`src/rtl/rtype_operand_fetch.sv`:
```
// Operand-fetch/issue stage ahead of the R-type ALU: register file, scoreboard, registered output slot.
// Define RTYPE_OPFETCH_BYPASS_EN to forward a same-cycle writeback straight into a waiting source.
module rtype_operand_fetch #(
  parameter int XLEN  = 32,
  parameter int NREGS = 32
) (
  input  logic            clk,
  input  logic            rst,
  input  logic            in_valid,
  output logic            in_ready,
  input  logic [31:0]     in_instr,
  output logic            out_valid,
  input  logic            out_ready,
  output logic [31:0]     out_instr,
  output logic [XLEN-1:0] out_in1,
  output logic [XLEN-1:0] out_in2,
  output logic [4:0]      out_rd,
  input  logic            wb_en,
  input  logic [4:0]      wb_rd,
  input  logic [XLEN-1:0] wb_data,
  output logic            illegal
);
  localparam logic [6:0] OPC_RTYPE = 7'b0110011;

  logic [XLEN-1:0]  rf_q [NREGS];
  logic [NREGS-1:0] busy_q, busy_d;
  logic             out_valid_q, illegal_q;
  logic [31:0]      instr_q;
  logic [XLEN-1:0]  in1_q, in2_q;
  logic [4:0]       rd_q;

  logic [4:0]      rd, rs1, rs2;
  logic            is_rtype, byp1, byp2, blk1, blk2, can_load, accept, load;
  logic [XLEN-1:0] op1, op2;

  assign is_rtype = (in_instr[6:0] == OPC_RTYPE);
  assign rd       = in_instr[11:7];
  assign rs1      = in_instr[19:15];
  assign rs2      = in_instr[24:20];

  always_comb begin
    byp1 = 1'b0;
    byp2 = 1'b0;
`ifdef RTYPE_OPFETCH_BYPASS_EN
    byp1 = wb_en && (wb_rd == rs1) && (rs1 != 5'd0);
    byp2 = wb_en && (wb_rd == rs2) && (rs2 != 5'd0);
`endif
  end

  always_comb begin
    op1 = '0;
    op2 = '0;
    if (rs1 != 5'd0) op1 = byp1 ? wb_data : rf_q[rs1];
    if (rs2 != 5'd0) op2 = byp2 ? wb_data : rf_q[rs2];
  end

  assign blk1     = (rs1 != 5'd0) && busy_q[rs1] && !byp1;
  assign blk2     = (rs2 != 5'd0) && busy_q[rs2] && !byp2;
  assign can_load = !out_valid_q || out_ready;
  assign in_ready = can_load && (!is_rtype || (!blk1 && !blk2));
  assign accept   = in_valid && in_ready;
  assign load     = accept && is_rtype;

  // Set is applied after clear so a same-cycle issue to a retiring register stays busy.
  always_comb begin
    busy_d = busy_q;
    if (wb_en) busy_d[wb_rd] = 1'b0;
    if (load)  busy_d[rd]    = 1'b1;
    busy_d[0] = 1'b0;
  end

  always_ff @(posedge clk or posedge rst) begin
    if (rst) begin
      for (int i = 0; i < NREGS; i++) rf_q[i] <= '0;
    end else if (wb_en && (wb_rd != 5'd0)) begin
      rf_q[wb_rd] <= wb_data;
    end
  end

  always_ff @(posedge clk or posedge rst) begin
    if (rst) begin
      busy_q      <= '0;
      out_valid_q <= 1'b0;
      illegal_q   <= 1'b0;
      instr_q     <= '0;
      in1_q       <= '0;
      in2_q       <= '0;
      rd_q        <= '0;
    end else begin
      busy_q    <= busy_d;
      illegal_q <= accept && !is_rtype;
      if (load) begin
        out_valid_q <= 1'b1;
        instr_q     <= in_instr;
        in1_q       <= op1;
        in2_q       <= op2;
        rd_q        <= rd;
      end else if (out_ready) begin
        out_valid_q <= 1'b0;
      end
    end
  end

  assign out_valid = out_valid_q;
  assign out_instr = instr_q;
  assign out_in1   = in1_q;
  assign out_in2   = in2_q;
  assign out_rd    = rd_q;
  assign illegal   = illegal_q;

endmodule

```
`config.mk`:
```
export PLATFORM = sky130hd
export DESIGN_NAME = rtype_operand_fetch
export DESIGN_NICKNAME = d
export VERILOG_FILES = /design/src/rtl/rtype_operand_fetch.sv
export SDC_FILE = /design/constraint.sdc
export NUM_CORES = 2
export LEC_CHECK = 0
export CORE_AREA = 2 2 404 246
export DETAILED_ROUTE_END_ITERATION = 7
export DIE_AREA = 0 0 406 248
export GPL_TIMING_DRIVEN = 0
export HOLD_SLACK_MARGIN = 0.05
export PLACE_DENSITY = 0.82
export SETUP_SLACK_MARGIN = 0.5
export SYNTH_ARGS = -nofsm -noshare
export SYNTH_HDL_FRONTEND = slang
export SYNTH_SLANG_ARGS = --single-unit
```
`constraint.sdc`:
```
create_clock -name clk -period 47.3 [get_ports clk]
set_input_delay 9.46 -clock clk [delete_from_list [all_inputs] [get_ports clk]]
set_output_delay 9.46 -clock clk [all_outputs]
set_load 0.1 [all_outputs]
```
; ---- After elaboration in Yosys (flattened, before gate mapping)
; Cells that the tools add are included.
[word_totals]
regBits = 1158
input_bits = 74
mem_bits_ro = 0
latch_bits = 0
ramBits = 0
out_inout_bits = 104
n_memories = 0
elab_cells = 100
[op_classes]
n_addsub = 0
bitwise_logic = 6
eq_ne = 1
shifts = 0
magnitude_cmp = 10
n_reduce_logical = 21
mul = 0
muxes = 23
n_div = 0
[op_table]
columns = operator, n
row1 = $bwmux 1024, 1
row2 = $bmux 32 s5, 2
row3 = $mux 32, 9
row4 = $demux 32 s5, 1
row5 = $and 32x32->32, 1
row6 = $not 32->32, 1
row7 = $or 32x32->32, 1
row8 = $lt 5x6->1 const B, 4
row9 = $ge 6x6->1 const B, 3
row10 = $not 5->6, 3
row11 = $reduce_bool 5->1, 3
row12 = $logic_and 1x1->1, 11
row13 = $bmux 1 s5, 2
row14 = $demux 1 s5, 2
row15 = $ge 5x1->1 const B, 2
row16 = $eq 7x6->1 const B, 1
row17 = $lt 6x1->1 const B, 1
row18 = $mux 1, 6
row19 = $logic_not 1->1, 4
row20 = $logic_or 1x1->1, 2
row21 = $reduce_bool 2->1, 1

; ---- Longest topological paths before layout
[depth]
depth_word = 10
ltp_mapped = 11
mapped_depth_nobuf = 6

; ---- Worst setup path before layout
; Ideal clock, no wire load.
[synth_path]
path_kind = input to output
from = input port in_instr[16]
to = output port in_ready
required_time_ns = 37.840
n_path_buf = 1
setup_slack_ns = 26.395
cell_stages = 7
arrival_time_ns = 11.445
cell_sequence = buf_2 mux4_2 mux2_2 nand2_1 a32oi_1 o21ai_0 and2_1
[synth_via]
elab_chain_cells = 7
word_cells_on_any_way = 8
classes_between = mux: 2 / reduce/logical: 6
[synth_rtl]
columns = item, line
row1 = "start, declared", 11  ; input logic [31:0] in_instr,
row2 = $bmux 1 s5, 57  ; assign blk1 = (rs1 != 5'd0) && busy_q[rs1] && !byp1;
row3 = $mux 1 (not written as such), 57
row4 = $logic_and 1x1->1 (*), 57
row5 = $logic_not 1->1 (*), 60  ; assign in_ready = can_load && (!is_rtype || (!blk1 && !blk2));
row6 = $logic_and 1x1->1 (*), 60
row7 = $logic_or 1x1->1 (*), 60
row8 = $logic_and 1x1->1 (*), 60
row9 = "end, declared", 10  ; output logic in_ready,
; Mark *: on every way between the ends. The rest lies on a longest branch, timed or not. The select of a mux whose other input is x is not followed.

; ---- Worst setup path after layout
[layout_path]
from = input port in_instr[24]
to = output port in_ready
[layout_via]
elab_chain_cells = 7
word_cells_on_any_way = 8
classes_between = mux: 2 / reduce/logical: 6
[layout_rtl]
columns = item, line
row1 = $bmux 1 s5, 58  ; assign blk2 = (rs2 != 5'd0) && busy_q[rs2] && !byp2;
row2 = $mux 1 (not written as such), 58
row3 = $logic_and 1x1->1 (*), 58
row4 = $logic_not 1->1 (*), 60
row5 = $logic_and 1x1->1 (*), 60
row6 = $logic_or 1x1->1 (*), 60
row7 = $logic_and 1x1->1 (*), 60
; Marks and branches as above.

==> metrics.md <==
| Metric | Value |
|---|---|
| Result of the run | `finished, violations left` |
| Violated checks | `design-rule violations, max-capacitance violations, max-slew violations` |
| Clock network power share | `32.5%` |
| Die H | `248 um` |
| Number of buffers on the longest clock path | `3` |
| Worst setup EP type | `primary output` |
| Number of antenna violations at the first check in global routing | `9` |
| Min cycle time layout | `22.39 ns` |
| Part of the cycle the worst path needs | `47.3%` |
| Power Dens Cells | `42.2 mW/mm^2` |
| CTS resizes | `0` |
| Full die area | `0.101 mm^2` |
| Initial detailed-routing violation count | `6,737` |
| Least-Margin Pin Slew | `1.55 ns` |
| Sequential area share after synthesis | `48.3%` |
| Half-perimeter wire length after placement | `141 mm` |
| Arr. time, crit path | `12.93 ns` |
| Static Leakage | `29.0 nW` |
| Top layer reached by signal wires | `met5` |
| Master cell of the clock root buffer | `sky130_fd_sc_hd__clkbuf_16` |
| Switching power as a share of total power | `28.9%` |
| IO Port Bufs | `171` |
| Relative slew slack | `-3.63%` |
| Count of flip-flops with a built-in enable after synthesis | `0` |
| Hold Violations, Final | `0` |
| Synth top cells by count | `sky130_fd_sc_hd__dfrtp_1 (1,153), sky130_fd_sc_hd__mux2_2 (1,086), sky130_fd_sc_hd__mux4_2 (618), sky130_fd_sc_hd__clkbuf_1 (232), sky130_fd_sc_hd__nand2_1 (161)` |
| Max Fanout on Critical Path | `7` |
| Total met3 wirelength after detailed routing | `38.6 mm` |
| Worst-path clk slew | `0.06 ns` |
| Yosys reg bits | `1,153` |
| Pin count of the biggest net entering global routing | `132` |
| Wire length of the first global-routing pass | `292 mm` |
| Final setup slack of the worst path | `24.91 ns` |
| GRT Total Usage | `41.6%` |
| Remaining global-route overflow | `0` |
| Required time at the endpoint of the critical path | `37.84 ns` |
| Gate Count Post-Synth | `3,808` |
| Via total after detailed routing | `41,100` |
| CORE AREA | `0.0972 mm^2` |
| Area growth from synthesis to layout | `12.2%` |
| Cell taking the most area after synthesis | `sky130_fd_sc_hd__dfrtp_1` |
| Initial Util | `61.4%` |
| Met2 Wirelength | `81.6 mm` |
| Final routed wirelength across all metal layers | `206 mm` |
| Internal power component | `2.01 mW` |
| Cell with the most instances after synthesis | `sky130_fd_sc_hd__dfrtp_1` |
| Clock buffers created by TritonCTS | `105` |
| Setup repair after global routing missed its margin | `false` |
| Post-route clock skew | `0.0418 ns` |
| Reg power frac | `45.8%` |
| Final layout net count | `4,170` |
| Post-place setup slack | `24.99 ns` |
| Proportion of register bits with asynchronous set or reset after synthesis | `100%` |
| Mean cell area of the mapped netlist | `15.7 um^2` |
| Critical path type | `in -> out` |
| Proportion of power drawn by combinational gates | `21.6%` |
| Average wire length per cell after detail routing | `37.4 um` |
| Max-slew violation count | `43` |
| Top cells by area, synth | `sky130_fd_sc_hd__dfrtp_1 (48%), sky130_fd_sc_hd__mux4_2 (23%), sky130_fd_sc_hd__mux2_2 (20%), sky130_fd_sc_hd__clkbuf_1 (1.5%), sky130_fd_sc_hd__nand2_1 (1.0%)` |
| Number of antenna-violating nets in the routed design | `0` |
| Max Clk Rate | `44.7 MHz` |
| Routed vias/inst | `7.46` |
| WL met1 | `76.1 mm` |
| Io pins | `178` |
| Routability cong. | `0.995` |
| Leading register cell type out of synthesis | `sky130_fd_sc_hd__dfrtp_1` |
| P_sw | `0.818 mW` |
| Net count of the mapped netlist | `3,882` |
| Worst Setup Start Kind | `input port` |
| Maximum vdd ir drop | `0.0000325 V` |
| Via count of the first global-routing pass | `40,400` |
| Number of distinct library cells after synthesis | `48` |
| Post-detailed-route DRC marker count | `1` |
| DRT Pass-1 Iters | `8` |
| Number of setup buffers added after CTS | `0` |
| CTS tree | `built` |
| Area share of the leading cell type in the synthesized netlist | `48.3%` |
| Max-Cap Viols | `5` |
| Cell area after synthesis | `0.0597 mm^2` |
| Final setup violating endpoints | `0` |
| Clock network latency to the later pin of the worst-skew pair | `0.76 ns` |
| H-tree Lvls | `3` |
| Setup TNS Final | `0 ns` |
| Fraction of layout instances using a drive strength above 1 | `48.9%` |
| Class of the tightest hold or removal check | `reg -> reg` |
| CTS Hold Bufs | `0` |
| Hold slack | `0.484 ns` |
| Die X-Extent | `406 um` |
| Core Rows | `89` |
| Yosys Warn Count | `0` |
| CTS sink count | `1,153` |
==> flip-flops by register name, indices dropped and copies added (netlist names) <==
register   cells
out_in2       32
busy_q        31
rf_q        1024
out_in1       32
out_rd         4
out_instr     28
illegal        1
out_valid      1
==> worst max-delay path, stage by stage <==
cell and delay (ns):
sky130_fd_sc_hd__clkdlybuf4s50_1 0.64, sky130_fd_sc_hd__clkinv_1 0.60, sky130_fd_sc_hd__or4_1 0.71, sky130_fd_sc_hd__o311ai_1 0.23, sky130_fd_sc_hd__o21ai_0 0.14, sky130_fd_sc_hd__and2_1 0.19, sky130_fd_sc_hd__clkdlybuf4s50_1 0.96
==> worst paths after layout <==
| path | to | slack (ns) | cells past startpoint | startpoint |
|---|---|---|---|---|
| max in group asynchronous | rf_q[158] | 36.01 | 5 | rst |
| max reg2reg | out_instr[31] | 44.20 | 8 | busy_q[26] |
| max | in_ready | 24.91 | 7 | in_instr[24] |
| min | rf_q[1005] | 0.48 | 1 | rf_q[1005] |
| min in group asynchronous | out_in1[16] | 9.13 | 2 | rst |
| min reg2reg | rf_q[1005] | 0.48 | 1 | rf_q[1005] |
==> metrics by stage <==
step	utilization (%)	cells	total power, mW	instance area [um^2]
2_1_floorplan	-	3808	1.71	59700
3_3_place_gp	64.9	5298	1.86	63100
3_5_place_dp	65.2	5308	1.89	63400
4_1_cts	68.9	5501	2.80	67000
5_1_grt	68.9	5502	2.90	67000
6_report	68.9	5508	2.83	67000
==> routing by layer <==
metal | up-vias | track usage [%]
li1 | 15100 | -
met2 | 3722 | 53.4
met3 | 701 | 25.6
met5 | - | 3.18
met1 | 21500 | 56.9
met4 | 15 | 15.1
==> power groups by stage <==
stage                     combinational, mW  sequential (mW)  clock (mW)
final                                 0.612             1.30       0.920
after global routing                  0.637             1.31       0.955
after CTS                             0.596             1.28       0.914
after detailed placement              0.591             1.30           0
after global placement                0.572             1.29           0
after floorplan                       0.429             1.28           0
==> cells by family (layout without fill, tap and decap cells) <==
logic type      after synthesis  in the layout  synth area share, %
flops                      1153           1153                 48.3
compound gates              144            144                 1.57
mux                        1742           1742                 44.4
other cells                   0              7                    0
buf+inv                     487            861                 3.54
simple gates                282            282                 2.14
==> cell type report <==
| type | count | area, um^2 |
|---|---|---|
| fill | 6422 | 30200 |
| sequential | 1153 | 28900 |
| multi-input combinational | 2168 | 28800 |
| clock buffer | 149 | 3070 |
| timing repair buffer | 181 | 1990 |
| buffer | 417 | 1850 |
| tap | 1319 | 1650 |
| clock inverter | 44 | 563 |
| inverter | 70 | 270 |
| antenna | 7 | 17.5 |
==> placed cells by master (no fill, tap or decap), drive strengths merged, types with 27 or more instances in the layout <==
cell type	count
mux4	618
buf	195
clkinv	27
nand2	161
clkbuf	381
inv	70
clkdlybuf4s50	171
mux2i	37
o21ai	43
nor2	43
mux2	1087
o22ai	33
dfrtp	1153
Note: power is estimated with default switching activity, not from simulation.
